### src/rtl/crc_fsk4_pkg.sv
// crc_fsk4_pkg
//   Shared types and helpers for the CRC / 4FSK framer.
//   - state_t     : framer FSM states
//   - crc_update  : CRC over one data word fed MSB-first, computed in one cycle
//   - tone_map    : dibit to 4FSK tone index, Gray or binary
package crc_fsk4_pkg;

    // Widest CRC or data word crc_update can handle. Callers widen their
    // operands to this width and pass the real widths as arguments, so one
    // function serves every parameterisation of the framer.
    localparam int CRC_MAX_W = 64;

    typedef enum logic [1:0] {
        IDLE,
        DATA,
        STALL,
        CRC
    } state_t;

    // Feeds the low data_w bits of 'data' MSB-first through a crc_w-bit
    // CRC register with generator 'poly' (implicit top bit omitted).
    // The loop runs over the fixed maximum width so it unrolls at
    // elaboration. Bits above data_w are skipped.
    function automatic logic [CRC_MAX_W-1:0] crc_update(
        input logic [CRC_MAX_W-1:0] crc,
        input logic [CRC_MAX_W-1:0] data,
        input logic [CRC_MAX_W-1:0] poly,
        input int                   crc_w,
        input int                   data_w
    );
        logic [CRC_MAX_W-1:0] c;
        logic [CRC_MAX_W-1:0] mask;
        logic                 fb;
        mask = ~({CRC_MAX_W{1'b1}} << crc_w);
        c    = crc & mask;
        for (int i = CRC_MAX_W - 1; i >= 0; i--) begin
            if (i < data_w) begin
                fb = c[crc_w-1] ^ data[i];
                c  = (c << 1) & mask;
                if (fb) begin
                    c = c ^ (poly & mask);
                end
            end
        end
        return c;
    endfunction

    // Gray: 00->0, 01->1, 11->2, 10->3. Binary: identity.
    function automatic logic [1:0] tone_map(
        input logic [1:0] dibit,
        input logic       gray
    );
        return gray ? {dibit[1], dibit[1] ^ dibit[0]} : dibit;
    endfunction

endpackage

### src/rtl/fsk4_sym_timer.sv
// fsk4_sym_timer
//   Symbol hold timer for the 4FSK framer.
//   Ports:
//     sys_clk   : clock
//     reset     : synchronous, active-high
//     run       : a symbol is being emitted this cycle
//     seg_end   : the current dibit is the last of its word / CRC; the
//                 dibit count restarts at the next wrap
//     wrap      : final hold cycle of the current symbol
//     dibit_cnt : index of the current dibit within its word / CRC
module fsk4_sym_timer #(
    parameter int SYM_CYCLES = 4,
    parameter int CNT_W      = 2
) (
    input  logic             sys_clk,
    input  logic             reset,
    input  logic             run,
    input  logic             seg_end,
    output logic             wrap,
    output logic [CNT_W-1:0] dibit_cnt
);

    localparam int HOLD_W = (SYM_CYCLES > 1) ? $clog2(SYM_CYCLES) : 1;

    logic [HOLD_W-1:0] hold_cnt;

    assign wrap = run && (hold_cnt == HOLD_W'(SYM_CYCLES - 1));

    // NOTE: registers are updated with non-blocking assignments so every
    // always_ff samples the pre-edge values of the others.
    always_ff @(posedge sys_clk) begin
        if (reset) begin
            hold_cnt  <= '0;
            dibit_cnt <= '0;
        end else if (run) begin
            if (wrap) begin
                hold_cnt  <= '0;
                dibit_cnt <= seg_end ? '0 : dibit_cnt + 1'b1;
            end else begin
                hold_cnt <= hold_cnt + 1'b1;
            end
        end
    end

endmodule

### src/rtl/crc_fsk4_framer.sv
// crc_fsk4_framer
//   Takes a frame of DATA_W-bit words over valid/ready, computes a CRC_W-bit
//   CRC across the frame (MSB-first), then serialises the data followed by
//   the CRC as dibits, each mapped to a 4FSK tone and held SYM_CYCLES clocks.
//   Ports:
//     sys_clk, reset      : clock, synchronous active-high reset
//     in_data/valid/last  : word input; in_last marks the final word
//     in_ready            : word accepted when in_valid && in_ready at an edge
//     sym_out, sym_valid  : tone index and its qualifier
//     sym_first           : first data symbol of a frame
//     sym_last            : last CRC symbol of a frame
//     crc_out             : CRC of the last completed frame
//     busy                : a frame is in progress
module crc_fsk4_framer
    import crc_fsk4_pkg::*;
#(
    parameter int               DATA_W     = 8,
    parameter int               CRC_W      = 8,
    parameter logic [CRC_W-1:0] CRC_POLY   = CRC_W'(8'h07),
    parameter logic [CRC_W-1:0] CRC_INIT   = CRC_W'(8'h00),
    parameter int               SYM_CYCLES = 4,
    parameter int               GRAY       = 1
) (
    input  logic              sys_clk,
    input  logic              reset,
    input  logic [DATA_W-1:0] in_data,
    input  logic              in_valid,
    input  logic              in_last,
    output logic              in_ready,
    output logic [1:0]        sym_out,
    output logic              sym_valid,
    output logic              sym_first,
    output logic              sym_last,
    output logic [CRC_W-1:0]  crc_out,
    output logic              busy
);

    // The shift register holds either a data word or the CRC, left-aligned
    // so the symbol always comes from its top two bits.
    localparam int SH_W        = (DATA_W > CRC_W) ? DATA_W : CRC_W;
    localparam int DATA_DIBITS = DATA_W / 2;
    localparam int CRC_DIBITS  = CRC_W / 2;
    localparam int MAX_DIBITS  = SH_W / 2;
    localparam int CNT_W       = (MAX_DIBITS > 1) ? $clog2(MAX_DIBITS) : 1;

    state_t            state;
    state_t            state_next;
    logic [SH_W-1:0]   shreg;
    logic [CRC_W-1:0]  crc;
    logic [CRC_W-1:0]  crc_base;
    logic [CRC_W-1:0]  crc_next;
    logic              cur_last;
    logic              first_flag;
    logic              run;
    logic              wrap;
    logic              seg_end;
    logic              last_dibit;
    logic [CNT_W-1:0]  dibit_cnt;
    logic              accept;
    logic              load_crc;
    logic              done;
    logic [1:0]        tone;

    fsk4_sym_timer #(
        .SYM_CYCLES (SYM_CYCLES),
        .CNT_W      (CNT_W)
    ) u_timer (
        .sys_clk   (sys_clk),
        .reset     (reset),
        .run       (run),
        .seg_end   (seg_end),
        .wrap      (wrap),
        .dibit_cnt (dibit_cnt)
    );

    assign run        = (state == DATA) || (state == CRC);
    assign last_dibit = (state == CRC) ? (dibit_cnt == CNT_W'(CRC_DIBITS - 1))
                                       : (dibit_cnt == CNT_W'(DATA_DIBITS - 1));
    assign seg_end    = wrap && last_dibit;
    assign accept     = in_valid && in_ready;
    assign tone       = tone_map(shreg[SH_W-1 -: 2], GRAY != 0);

    // A new frame starts from CRC_INIT; later words extend the running CRC.
    assign crc_base = (state == IDLE) ? CRC_INIT : crc;
    assign crc_next = CRC_W'(crc_update(CRC_MAX_W'(crc_base), CRC_MAX_W'(in_data),
                                        CRC_MAX_W'(CRC_POLY), CRC_W, DATA_W));

    always_ff @(posedge sys_clk) begin
        if (reset) begin
            state <= IDLE;
        end else begin
            state <= state_next;
        end
    end

    always_comb begin
        // NOTE: every signal driven here gets a default first, so no path
        // through the case leaves one unassigned and infers a latch.
        state_next = state;
        in_ready   = 1'b0;
        load_crc   = 1'b0;
        done       = 1'b0;
        sym_valid  = 1'b0;
        sym_out    = 2'b00;
        sym_first  = 1'b0;
        sym_last   = 1'b0;
        busy       = (state != IDLE);
        case (state)
            IDLE: begin
                in_ready = 1'b1;
                if (in_valid) begin
                    state_next = DATA;
                end
            end
            DATA: begin
                sym_valid = 1'b1;
                sym_out   = tone;
                sym_first = first_flag;
                if (seg_end) begin
                    if (cur_last) begin
                        load_crc   = 1'b1;
                        state_next = CRC;
                    end else begin
                        // Opening the handshake on the final hold cycle lets
                        // the next word follow with no idle symbol.
                        in_ready   = 1'b1;
                        state_next = in_valid ? DATA : STALL;
                    end
                end
            end
            STALL: begin
                in_ready = 1'b1;
                if (in_valid) begin
                    state_next = DATA;
                end
            end
            CRC: begin
                sym_valid = 1'b1;
                sym_out   = tone;
                sym_last  = last_dibit;
                if (seg_end) begin
                    done       = 1'b1;
                    state_next = IDLE;
                end
            end
            default: begin
                state_next = IDLE;
            end
        endcase
    end

    always_ff @(posedge sys_clk) begin
        if (reset) begin
            shreg      <= '0;
            crc        <= CRC_INIT;
            crc_out    <= '0;
            cur_last   <= 1'b0;
            first_flag <= 1'b0;
        end else begin
            if (accept) begin
                shreg    <= SH_W'(in_data) << (SH_W - DATA_W);
                crc      <= crc_next;
                cur_last <= in_last;
            end else if (load_crc) begin
                shreg <= SH_W'(crc) << (SH_W - CRC_W);
            end else if (wrap) begin
                shreg <= shreg << 2;
            end

            if (wrap) begin
                first_flag <= 1'b0;
            end
            if (accept && (state == IDLE)) begin
                first_flag <= 1'b1;
            end

            if (done) begin
                crc_out <= crc;
            end
        end
    end

endmodule
### config.mk
export PLATFORM = sky130hd
export DESIGN_NAME = crc_fsk4_framer
export DESIGN_NICKNAME = d
export VERILOG_FILES = /design/src/rtl/crc_fsk4_pkg.sv /design/src/rtl/fsk4_sym_timer.sv /design/src/rtl/crc_fsk4_framer.sv
export SDC_FILE = /design/constraint.sdc
export NUM_CORES = 1
export LEC_CHECK = 0
export CAP_MARGIN = 20
export CORE_AREA = 2 2 61 63
export CTS_CLUSTER_DIAMETER = 100
export CTS_CLUSTER_SIZE = 28
export DETAILED_ROUTE_END_ITERATION = 10
export DIE_AREA = 0 0 63 65
export PLACE_DENSITY = 0.76
export REMOVE_ABC_BUFFERS = 1
export SYNTH_ARGS = -nofsm -noshare
export SYNTH_HDL_FRONTEND = slang
export SYNTH_HIERARCHICAL = 1
export SYNTH_SLANG_ARGS = --single-unit
### constraint.sdc
create_clock -name sys_clk -period 3.3 [get_ports sys_clk]
set_input_delay 0.66 -clock sys_clk [delete_from_list [all_inputs] [get_ports sys_clk]]
set_output_delay 0.66 -clock sys_clk [all_outputs]
set_load 0.005 [all_outputs]
==> results of run 1 <==
[registers in the layout (all words and copies together), names as in the netlist]
signal             cells
cur_last               1
state                  2
crc_out                8
u_timer/hold_cnt       2
crc                    8
shreg                  8
u_timer/dibit_cnt      2
first_flag             1
[path summary, 6_finish.rpt]
kind / startpoint / endpoint / slack (ns) / cells past startpoint
worst min register to register: crc_out[3] / crc_out[3] / 0.46 / 2
worst max register to register: u_timer/hold_cnt[0] / crc[4] / 0.71 / 8
worst min-delay path: crc_out[3] / crc_out[3] / 0.46 / 2
worst max-delay path: u_timer/hold_cnt[0] / in_ready / 0.27 / 6
[worst reg2reg max path, stage by stage, from the launching register on]
cell     delay [ns]
dfxtp_1        0.36
ha_1           0.23
and2_1         0.14
buf_4          0.19
nand3_1        0.20
o31ai_2        0.34
and2_1         0.71
nand3_1        0.15
a21oi_1        0.19
[power breakdown]
part | leakage [uW] | internal (uW) | switching [uW] | total (uW)
registers | 0.000262 | 409 | 25.9 | 435
logic | 0.000445 | 102 | 86.5 | 188
clock network | 0.0000422 | 159 | 139 | 297
[per-layer routing]
metal / wire, um / vias to the layer above / GRT usage [%]
li1: - / 765 / -
met1: 1760 / 689 / 25.3
met2: 1830 / 36 / 33.0
met3: 185 / 6 / 4.69
met4: 36 / 0 / 4.72
met5: 0 / - / 0
[cell families (layout without fill, tap and decap cells)]
kind of cell / Yosys count / after routing / synth area share (%)
buf+inv: 17 / 44 / 3.95
compound gates: 51 / 51 / 18.9
xor+xnor: 22 / 22 / 15.1
fa+ha+maj: 1 / 1 / 0.718
simple gates: 75 / 75 / 20.6
mux: 7 / 7 / 4.02
flops: 32 / 32 / 36.8
[synthesized netlist by cell type]
cell type,n
or3_1,1
and4_1,1
o31ai_1,1
o211ai_1,1
o31ai_2,1
inv_2,1
nor4_4,1
xor2_1,5
nand2_1,33
inv_1,5
xor3_1,1
a21oi_2,1
nor3b_1,1
a211o_1,6
nor2_1,19
nand2b_1,2
clkbuf_1,7
a21bo_2,1
and3_1,1
nand4bb_1,1
or3b_1,1
xnor3_1,4
mux2i_1,7
o21ai_0,7
nor3_1,2
buf_2,4
a221oi_1,2
a211oi_1,3
and2_1,3
ha_1,1
a31oi_1,2
nand3_1,5
a32o_1,1
nand3b_1,2
dfxtp_1,32
a21o_1,2
a22oi_1,1
a21oi_1,22
xnor2_1,12
nor2b_1,2
[cell type report]
type | instances | share of cell area [%]
tap | 48 | 2.83
clock inverter | 2 | 1.65
inverter | 6 | 1.06
sequential | 32 | 30.2
multi-input combinational | 156 | 48.7
clock buffer | 6 | 1.94
timing repair buffer | 30 | 13.7
[metrics by stage]
step	hold WS [ns]	area [sq um]	instances
after floorplan	0.447	1700	194
after global placement	0.449	2050	272
after detailed placement	0.449	2050	272
after CTS	0.465	2120	280
after global routing	0.485	2120	280
final	0.461	2120	280
==> flow_summary_export.csv, run 1 <==
group,metric,value,unit
final_layout,final_core_util,60.7,%
sta,drv_slew,0,
final_layout,seq_area,641,sq um
sta,relSlewSlack,46.7,%
synthesis,synth_top_area_cell,"dfxtp_1",
min_path,hp-class,"reg2reg",
clock_tree,cts_buffer_depth,2,
power_and_ir_drop,p_per_area,433,nW/um^2
sta,max_freq,330,MHz
clock_tree,clk_pin_slew,0.10,ns
die,die_area,4100,sq um
synthesis,synth_top_cell_area_share,36.8,%
detailed_routing,vias,1496,
synthesis,yosys_warnings,6,
final_layout,multiInputGateArea,1030,sq um
placement,preCtsSetupSlack,0.639,ns
global_route,grt_pass1_wl,6.27,mm
clock_tree,cts_resized,0,
critical_path,crit_arrival,2.37,ns
die,initial_core_util,49.9,%
critical_path,cp_cell_sequence,"ha_1, and2_1, buf_4, nand3_1, o31ai_2, clkdlybuf4s50_1",
final_layout,n_fill_cell,329,
sta,hold_viol,0,
clock_tree,worstSkewPairLatency,0.34,ns
critical_path,cp.required,2.64,ns
detailed_routing,dr.first_iter.drc_count,86,
flow_run,max_cap_violations,0,
final_layout,n_antenna_cell,0,
critical_path,crit_fanout,15,
synthesis,ys_seq_elements,32,
critical_path,critical_path_buf_inv_count,2,
synthesis,synth_cell_types,40,
critical_path,startpoint_type,"flip-flop",
sta,rsz0062_at_grt,"no",
detailed_routing,post_drt_wl_per_cell,13.6,um
clock_tree,cts-hold-fix-buffers,0,
detailed_routing,drt-total-wl,3.82,mm
critical_path,max_stage_delay,0.57,ns
global_route,grt_pass1_vias,1360,
clock_tree,cts.htree.levels,2,
critical_path,slowest_stage,"clkdlybuf4s50_1",
global_route,antenna_found_initial,0,
global_route,gr-usage-all-layers,19.6,%
die,dieWidth,63,um
power_and_ir_drop,finalPower,920,uW
detailed_routing,avgViaCountPerCell,5.34,
synthesis,yosysSeqAreaShare,36.8,%
die,rows,22,
final_layout,area_growth,21.8,%
final_layout,layout_commonest_cell,"nand2_1",
sta,post-route-period-util,91.7,%
synthesis,synth_area_leaders,"dfxtp_1 (37%), nand2_1 (7.1%), a21oi_1 (6.3%), xnor2_1 (6.0%), xnor3_1 (5.2%)",
detailed_routing,dr.pass1.iters,4,
die,die_height,65,um
clock_tree,cts_tree,"built",
placement,io_buffers,26,
status,status,"finished, final reports clean",
global_route,grt_max_degree,24,
synthesis,syn_inst,205,
critical_path,cp-end-kind,"output pin",
critical_path,worstSetupPathType,"reg2out",
sta,setup_tns,0,ns
clock_tree,cts_setup_buffers,0,
final_layout,layout.nets,244,
placement,place_congestion,0.821,
clock_tree,cts_buffers,5,
clock_tree,cts.sinks,32,
final_layout,drive_gt1_share,6.90,%
die,coreArea,3500,sq um
global_route,overflow,0,
power_and_ir_drop,ir_drop,0.000229,V
die,io_pins,27,
sta,fin_skew,0.00962,ns
synthesis,netlist_area,1740,sq um
sta,worstMarginPinSlew,0.799,ns
power_and_ir_drop,p_leak,0.000749,uW
synthesis,syn_area_per_cell,8.50,sq um
sta,finalCriticalPeriod,3.03,ns
sta,finalSetupViolations,0,
detailed_routing,antenna_left,0,
critical_path,crit_family,"buffers and inverters",
detailed_routing,drc,0,
placement,hpwl,2.76,mm
final_layout,layout_common_cells,"nand2_1 (33), dfxtp_1 (32), clkdlybuf4s50_1 (26)",
clock_tree,root_buffer,"clkbuf_4",
sta,worst_slack,0.272,ns
Note: power is estimated with default switching activity, not from simulation.
==> run 2, diff against run 1 <==
- CORE_AREA: 2 2 61 63 -> 2 2 80 82
- DIE_AREA: 0 0 63 65 -> 0 0 82 84
- PLACE_DENSITY: 0.76 -> not set
==> run 2 against run 1 <==
Against the previous run: register-to-register slack gained 0.14 ns; routed wire length up 9.1%; first-iteration DRC count shrank 35%; clock power grew 8.1%; via count about the same; sequential cell count stayed put; non-clock buffer count grew 1; sequential share of layout area down 0.83 points; clock skew down 0.0069 ns; final cell count grew 11%; setup slack improved by 0.19 ns.
==> flow_summary_export.csv, run 2 (same netlist as run 1, synthesis figures left out) <==
group,metric,value,unit
detailed_routing,antenna_left,0,
min_path,hp-start,"crc_out[0]",
die,io_pins,27,
critical_path,startpoint_type,"flip-flop",
sta,drv_slew,0,
global_route,gr-usage-all-layers,13.0,%
sta,finalCriticalPeriod,2.84,ns
clock_tree,cts_tree,"built",
sta,max_freq,352,MHz
critical_path,slowest_stage,"clkdlybuf4s50_1",
sta,relSlewSlack,50.5,%
critical_path,crit_family,"buffers and inverters",
detailed_routing,drt-total-wl,4.16,mm
placement,place_inst,302,
clock_tree,cts_setup_buffers,0,
detailed_routing,drc,0,
clock_tree,worstSkewPairLatency,0.29,ns
final_layout,layout_common_cells,"nand2_1 (33), dfxtp_1 (32), clkdlybuf4s50_1 (26)",
power_and_ir_drop,ir_drop,0.000160,V
global_route,grt_pass1_vias,1411,
critical_path,worstSetupPathType,"reg2out",
placement,io_buffers,26,
global_route,grt_pass1_wl,6.87,mm
detailed_routing,vias,1495,
placement,hpwl,3.02,mm
critical_path,startpoint,"u_timer/hold_cnt[0]",
critical_path,max_stage_delay,0.57,ns
placement,place_congestion,0.776,
power_and_ir_drop,p_per_area,432,nW/um^2
sta,hold_viol,0,
critical_path,reg2reg_from,"u_timer/hold_cnt[0]",
detailed_routing,post_drt_wl_per_cell,13.4,um
final_layout,n_antenna_cell,0,
clock_tree,root_buffer,"clkbuf_8",
sta,post-route-period-util,86.0,%
global_route,overflow,0,
final_layout,layout.nets,245,
status,status,"finished, final reports clean",
final_layout,layoutNonFillerInstCount,310,
critical_path,cp.required,2.64,ns
global_route,antenna_found_initial,0,
critical_path,critical_path_buf_inv_count,1,
critical_path,cp-end-kind,"output pin",
final_layout,top_regs,"crc (8), crc_out (8), shreg (8)",
final_layout,layout_commonest_cell,"nand2_1",
global_route,grt_max_degree,23,
clock_tree,clk_pin_slew,0.07,ns
critical_path,worstRegToRegCells,8,
sta,setup_tns,0,ns
die,die_area,6890,sq um
critical_path,cp.depth,5,
power_and_ir_drop,finalPower,943,uW
sta,fin_skew,0.00276,ns
clock_tree,cts.sinks,32,
die,die_height,84,um
die,dieWidth,82,um
sta,worstMarginPinSlew,0.740,ns
critical_path,endpoint,"in_ready",
min_path,hp-class,"reg2reg",
final_layout,final_core_util,35.8,%
sta,finalSetupViolations,0,
flow_run,max_cap_violations,0,
die,rows,29,
sta,rsz0062_at_grt,"no",
clock_tree,cts_buffer_depth,2,
clock_tree,cts_resized,0,
critical_path,crit_arrival,2.18,ns
final_layout,drive_gt1_share,7.73,%
die,initial_core_util,28.6,%
power_and_ir_drop,p_leak,0.000763,uW
critical_path,cp_cell_sequence,"ha_1, and2_1, nand3_1, o31ai_2, clkdlybuf4s50_1",
detailed_routing,avgViaCountPerCell,4.82,
final_layout,area_growth,25.3,%
clock_tree,cts.htree.levels,2,
critical_path,regToRegSetupSlack,0.85,ns
critical_path,reg2reg_to,"crc[4]",
clock_tree,cts_buffers,5,
critical_path,crit_fanout,5,
clock_tree,cts-hold-fix-buffers,0,
die,coreArea,6100,sq um
detailed_routing,dr.first_iter.drc_count,56,
detailed_routing,dr.pass1.iters,4,
## run 2: changes by cell type in the layout (fill, tap and decap cells not counted)
cell	delta
clkbuf_4	-5
clkbuf_8	+6
bufinv_16	-1
clkinv_2	+1
buf_4	+1
clkbuf_1	-1
## run 2: worst min-delay path: stages, from the launching register on
cell,delay [ns]
dfxtp_1,0.31
nand2_1,0.05
a21oi_1,0.05
## run 2: stage by stage
stage	instance area (sq um)	worst slack, ns	hold WS, ns
global route	2180	0.287	0.487
floorplan	1700	0.799	0.447
CTS	2180	0.439	0.457
detailed placement	2090	0.775	0.447
global placement	2090	0.867	0.447
finish	2180	0.461	0.454
## run 2: worst min path at each step
stage / endpoint / slack [ns] / cells past startpoint
6_report: crc_out[0] / 0.45 / 2
5_1_grt: crc_out[2] / 0.49 / 2
4_1_cts: crc_out[0] / 0.46 / 2
3_5_place_dp: crc_out[0] / 0.45 / 2
3_3_place_gp: crc_out[3] / 0.45 / 2
2_1_floorplan: crc_out[0] / 0.45 / 2
## run 2: area by class of cell
class,count,area (sq um)
Clock buffer,6,82.6
Clock inverter,2,10.0
Fill cell,655,3910
Inverter,6,22.5
Multi-Input combinational cell,156,1030
Sequential cell,32,641
Tap cell,77,96.3
Timing Repair Buffer,31,298
## run 2: routing by layer
layer / wire length, um / GRT usage (%) / share of wire [%] / vias to the layer above
met1: 1960 / 17.1 / 47 / 710
met2: 2030 / 20.5 / 49 / 21
met4: 22 / 4.55 / 0.53 / 0
met3: 152 / 3.03 / 3.7 / 4
met5: 0 / 0 / 0 / -
li1: - / - / - / 760
## run 2: power breakdown
| part | switching [uW] | leakage [uW] | internal (uW) |
|---|---|---|---|
| Clock | 154 | 0.0000510 | 166 |
| Combinational | 86.9 | 0.000450 | 103 |
| Sequential | 24.0 | 0.000262 | 409 |
| Total | 265 | 0.000763 | 678 |
